==> src/rtl/mult_q_arb.sv <==
// Round-robin arbiter sharing one Q5.27 multiplier across NREQ requesters.
// Optional per-requester grant counters are built when MQ_ARB_PERF_EN is defined.
module mult_Q #(
    parameter int WIDTH = 32,
    parameter int FBITS = 27
) (
    input  logic [WIDTH-1:0] i_a,
    input  logic [WIDTH-1:0] i_b,
    output logic [WIDTH-1:0] o_y
);
    logic signed [2*WIDTH-1:0] w_prod;

    assign w_prod = $signed({{WIDTH{i_a[WIDTH-1]}}, i_a})
                  * $signed({{WIDTH{i_b[WIDTH-1]}}, i_b});
    // Arithmetic shift floors toward -inf; the low WIDTH bits wrap.
    assign o_y = WIDTH'(w_prod >>> FBITS);
endmodule

module mult_q_arb #(
    parameter int WIDTH = 32,
    parameter int FBITS = 27,
    parameter int NREQ  = 4,
    parameter int IDW   = 2
) (
    input  logic                  clk,
    input  logic                  rst_n,
    input  logic [NREQ-1:0]       req_valid,
    output logic [NREQ-1:0]       req_ready,
    input  logic [NREQ*WIDTH-1:0] req_a,
    input  logic [NREQ*WIDTH-1:0] req_b,
    output logic                  res_valid,
    input  logic                  res_ready,
    output logic [WIDTH-1:0]      res_data,
    output logic [IDW-1:0]        res_id
`ifdef MQ_ARB_PERF_EN
    ,
    output logic [NREQ*16-1:0]    grant_cnt
`endif
);
    logic [IDW-1:0]   r_ptr;
    logic             r_s1_valid;
    logic [WIDTH-1:0] r_a1;
    logic [WIDTH-1:0] r_b1;
    logic [IDW-1:0]   r_id1;
    logic             r_s2_valid;
    logic [WIDTH-1:0] r_s2_data;
    logic [IDW-1:0]   r_s2_id;

    logic             w_s2_load;
    logic             w_s1_load;
    logic             w_any;
    logic             w_grant;
    logic [NREQ-1:0]  w_rot;
    logic [IDW-1:0]   w_gnt_id;
    logic [IDW-1:0]   w_ptr_nxt;
    logic [WIDTH-1:0] w_a_sel;
    logic [WIDTH-1:0] w_b_sel;
    logic [WIDTH-1:0] w_y;

    assign w_s2_load = !r_s2_valid || res_ready;
    assign w_s1_load = !r_s1_valid || w_s2_load;

    // Rotate so bit 0 is the requester at ptr; lowest set bit wins.
    assign w_rot = NREQ'({req_valid, req_valid} >> r_ptr);

    always_comb begin
        int s;
        int t;
        s         = 0;
        t         = 0;
        w_any     = 1'b0;
        w_gnt_id  = '0;
        w_ptr_nxt = r_ptr;
        for (int i = NREQ - 1; i >= 0; i--) begin
            if (w_rot[i]) begin
                w_any = 1'b1;
                s     = int'(r_ptr) + i;
                if (s >= NREQ) s = s - NREQ;
                w_gnt_id = IDW'(s);
            end
        end
        t = int'(w_gnt_id) + 1;
        if (t >= NREQ) t = 0;
        w_ptr_nxt = IDW'(t);
    end

    assign w_grant   = rst_n && w_any && w_s1_load;
    assign req_ready = w_grant ? (NREQ'(1) << w_gnt_id) : '0;
    assign w_a_sel   = req_a[w_gnt_id*WIDTH +: WIDTH];
    assign w_b_sel   = req_b[w_gnt_id*WIDTH +: WIDTH];

    mult_Q #(
        .WIDTH (WIDTH),
        .FBITS (FBITS)
    ) u_mult (
        .i_a (r_a1),
        .i_b (r_b1),
        .o_y (w_y)
    );

    always_ff @(posedge clk or negedge rst_n) begin
        if (!rst_n) begin
            r_ptr      <= '0;
            r_s1_valid <= 1'b0;
            r_a1       <= '0;
            r_b1       <= '0;
            r_id1      <= '0;
        end else begin
            if (w_s1_load) r_s1_valid <= w_grant;
            if (w_grant) begin
                r_a1  <= w_a_sel;
                r_b1  <= w_b_sel;
                r_id1 <= w_gnt_id;
                r_ptr <= w_ptr_nxt;
            end
        end
    end

    always_ff @(posedge clk or negedge rst_n) begin
        if (!rst_n) begin
            r_s2_valid <= 1'b0;
            r_s2_data  <= '0;
            r_s2_id    <= '0;
        end else begin
            if (w_s2_load) r_s2_valid <= r_s1_valid;
            if (w_s2_load && r_s1_valid) begin
                r_s2_data <= w_y;
                r_s2_id   <= r_id1;
            end
        end
    end

    assign res_valid = r_s2_valid;
    assign res_data  = r_s2_data;
    assign res_id    = r_s2_id;

`ifdef MQ_ARB_PERF_EN
    for (genvar g = 0; g < NREQ; g++) begin : g_cnt
        logic [15:0] r_cnt;
        always_ff @(posedge clk or negedge rst_n) begin
            if (!rst_n) begin
                r_cnt <= '0;
            end else if (req_valid[g] && req_ready[g] && r_cnt != 16'hFFFF) begin
                r_cnt <= r_cnt + 16'd1;
            end
        end
        assign grant_cnt[g*16 +: 16] = r_cnt;
    end
`endif
endmodule
==> config.mk <==
export PLATFORM = sky130hd
export DESIGN_NAME = mult_q_arb
export DESIGN_NICKNAME = d
export VERILOG_FILES = /design/src/rtl/mult_q_arb.sv
export SDC_FILE = /design/constraint.sdc
export NUM_CORES = 2
export LEC_CHECK = 0
export BUFFER_PORTS_ARGS = -buffer_cell sky130_fd_sc_hd__buf_2
export CAP_MARGIN = 0
export CORE_ASPECT_RATIO = 1.4
export CORE_MARGIN = 5
export CORE_UTILIZATION = 55
export DETAILED_ROUTE_END_ITERATION = 8
export PLACE_DENSITY = 0.74
export SLEW_MARGIN = 5
export SYNTH_ARGS = -nofsm -noshare
export SYNTH_HDL_FRONTEND = slang
export SYNTH_SLANG_ARGS = --single-unit
==> constraint.sdc <==
create_clock -name clk -period 15 [get_ports clk]
set_input_delay 0.75 -clock clk [delete_from_list [all_inputs] [get_ports clk]]
set_output_delay 0.75 -clock clk [all_outputs]
set_load 0.02 [all_outputs]
==> out/results.ini <==
[placement]
hpwl_um=98200
port_buffers=301
placed_cells=5639
place_congestion=0.992

[floorplanning]
row_count=117
die_y_um=331
start_util_pct=55.5
ios=302
dieArea_um2=79000
core_um2=72800
die_width_um=239

[layout]
fin_cells=5655
num_antenna_cells=0
nNetsFinal=6162
drive_gt1_share_pct=8.65
syn_to_final_growth_pct=5.99
fill_cells=6470

[worst_setup_path]
cp-end-kind=flop
worstPathMaxFanout=29
criticalPathCategory=flop to flop
cp.arrival_ns=9.04
worstPathRequired_ns=15.31
critPathLaunchType=flop

[clock_network]
post_cts_buffers=0
cts-buffers-inserted=9
cts_tree=done
cts.repair.resized=0
cts_hold_buf=0
clk_pin_slew_ns=0.08
htreeDepth=3
cts_root_buf=clkbuf_16
clock_path_buffers=2
clk_latency_ns=0.37
cts.sinks=104

[logic_synthesis]
yosys.cell_types.count=69
synth_top_cell_by_area=fa_1
synthCells=4597
async_flop_share_pct=100
seq_area_frac_synth_pct=6.45
ys_warn_count=0
synth_area_per_cell_um2=8.78
yosys-top-cells-area=fa_1 51%, inv_1 8.7%, and2_1 7.5%
synth_flop_cell=dfrtp_1
synth.top_cell.area_share_pct=50.7
synth_nets=6061
ys_ff_latch=104
netlist_area_um2=40400
synth_edf_count=0

[global_routing]
antenna_found_initial=6
grt_use_total_pct=31.3
gr-total-overflow=0
grt_pass1_vias=34800
grt_max_degree=105
grt_first_pass_wirelength_um=191000

[sta]
rsz0062_at_grt=false
hold_viol=0
worst_slew_pin_slew_ns=1.24
fin_skew_ns=0.00919
min_period_ns=8.73
max_freq_mhz=115
fin_crit_sh_pct=58.2
finalSetupViolations=0
drv_slew=0
setup_tns_ns=0
slew_headroom_pct=17.4

[job]
maxCapViolations=0

[routing]
drt_iter0_markers=2022
firstDrtPassIters=9
route.antenna.remaining_nets=0
wl_per_cell_um=21.2
route.detailed.drc=0
routed_wl_um=120000
via_per_inst=5.60
vias=31600

[min_path]
min_path_type=input pin to asynchronous set/reset pin

[status]
status=completed

==> synth_stat cells, drive strengths merged, types with 3 or more instances <==
| library cell | n |
|---|---|
| a211o | 5 |
| a211oi | 7 |
| a21boi | 3 |
| a21o | 14 |
| a21oi | 64 |
| a22oi | 4 |
| a31oi | 3 |
| and2 | 484 |
| and3 | 10 |
| buf | 17 |
| clkbuf | 263 |
| dfrtp | 104 |
| fa | 1023 |
| ha | 178 |
| inv | 932 |
| mux2i | 5 |
| nand2 | 779 |
| nand2b | 10 |
| nand3 | 83 |
| nand4 | 24 |
| nor2 | 228 |
| nor2b | 27 |
| nor3 | 11 |
| nor3b | 3 |
| o2111ai | 5 |
| o211ai | 12 |
| o21a | 7 |
| o21ai | 192 |
| o21bai | 15 |
| o311ai | 4 |
| o31ai | 6 |
| or3 | 7 |
| xnor2 | 36 |
| xor2 | 10 |
==> final cells by class <==
class	count	area (µm²)	area share [%]
multi-input combinational	3280	33200	77.5
inverter	932	3500	8.18
sequential	104	2600	6.08
timing repair buffer	371	2030	4.76
tap	952	1190	2.78
clock buffer	10	229	0.535
clock inverter	6	51.3	0.120
==> cells by family (layout without fill, tap and decap cells) <==
kind of cell	after synthesis	count (layout)	synth area share (%)
AO/OA/AOI/OAI	351	351	5.23
XOR/XNOR	46	46	0.998
adder cells (fa/ha/maj)	1201	1201	56.3
buffers and inverters	1213	1319	11.4
flip-flops	104	104	6.45
multiplexers	5	5	0.124
AND/OR/NAND/NOR	1677	1677	19.5
==> state kept, by name, summed over array words and instances, names as in the netlist <==
register,cells
res_data,32
r_b1,32
r_id1,2
res_id,2
r_s1_valid,1
r_ptr,2
res_valid,1
r_a1,32
==> critical path, cell delays in order, from the launching register on <==
cell	delay, ns
dfrtp_1	0.96
nand2_1	0.23
inv_1	0.19
fa_1	0.45
fa_1	0.50
fa_1	0.68
inv_1	0.28
fa_1	0.91
inv_1	0.29
fa_1	0.52
fa_1	0.55
inv_1	0.05
fa_1	0.47
inv_1	0.05
fa_1	0.46
ha_1	0.44
nand4_1	0.21
or4_1	0.54
nor3_1	0.25
nor2b_1	0.17
a221oi_1	0.08
a211o_1	0.33
nand3_1	0.07
==> placed cells by master (no fill, tap or decap), types with 3 or more instances in the layout <==
master | Yosys | final
fa_1 | 1023 | 1023
inv_1 | 931 | 931
nand2_1 | 779 | 778
and2_1 | 483 | 483
buf_2 | 9 | 300
nor2_1 | 228 | 228
ha_1 | 178 | 178
o21ai_0 | 165 | 165
dfrtp_1 | 104 | 104
nand3_1 | 83 | 83
buf_4 | 2 | 71
a21oi_1 | 62 | 62
xnor2_1 | 36 | 36
nor2b_1 | 27 | 27
o21ai_1 | 27 | 27
nand4_1 | 24 | 24
o21bai_1 | 15 | 15
a21o_1 | 14 | 14
nor3_1 | 11 | 11
o211ai_1 | 11 | 11
xor2_1 | 10 | 10
nand2b_1 | 10 | 9
and3_1 | 9 | 9
clkbuf_16 | 0 | 9
o21a_1 | 7 | 7
or3_1 | 7 | 6
mux2i_1 | 5 | 5
a211o_1 | 5 | 5
a211oi_1 | 5 | 5
o31ai_1 | 5 | 5
o2111ai_1 | 4 | 4
a22oi_1 | 4 | 4
nor3b_1 | 3 | 3
clkinv_4 | 0 | 3
==> per-stage QoR <==
step | setup slack [ns] | instance area, µm² | hold WS (ns) | utilization [%]
3_3_place_gp | 6.48 | 42500 | 0.463 | 58.4
2_1_floorplan | 7.21 | 40400 | 0.439 | -
4_1_cts | 6.29 | 42800 | 0.323 | 58.8
6_report | 6.27 | 42800 | 0.322 | 58.8
3_5_place_dp | 6.34 | 42500 | 0.462 | 58.4
5_1_grt | 5.65 | 42800 | 0.332 | 58.8
==> worst paths after layout <==
kind / start / end / slack [ns] / cells past startpoint
max: r_a1[31] / res_data[28] / 6.27 / 22
min: rst_n / res_data[25] / 0.32 / 1
max reg2reg: r_a1[31] / res_data[28] / 6.27 / 22
min reg2reg: r_id1[1] / res_id[1] / 0.49 / 2
max in group asynchronous: rst_n / r_a1[22] / 13.13 / 3
min in group clk: r_id1[1] / res_id[1] / 0.49 / 2
==> layer usage <==
layer	vias to the layer above	global-route usage [%]	share of wire, %
met4	10	18.4	7.9
met5	-	0	0.054
met1	16400	36.5	34
li1	13600	-	-
met2	1220	55.9	53
met3	431	3.28	5.1
Power is not shown: default switching activity piles up to over one toggle a cycle in this logic, so the estimate is an artifact.
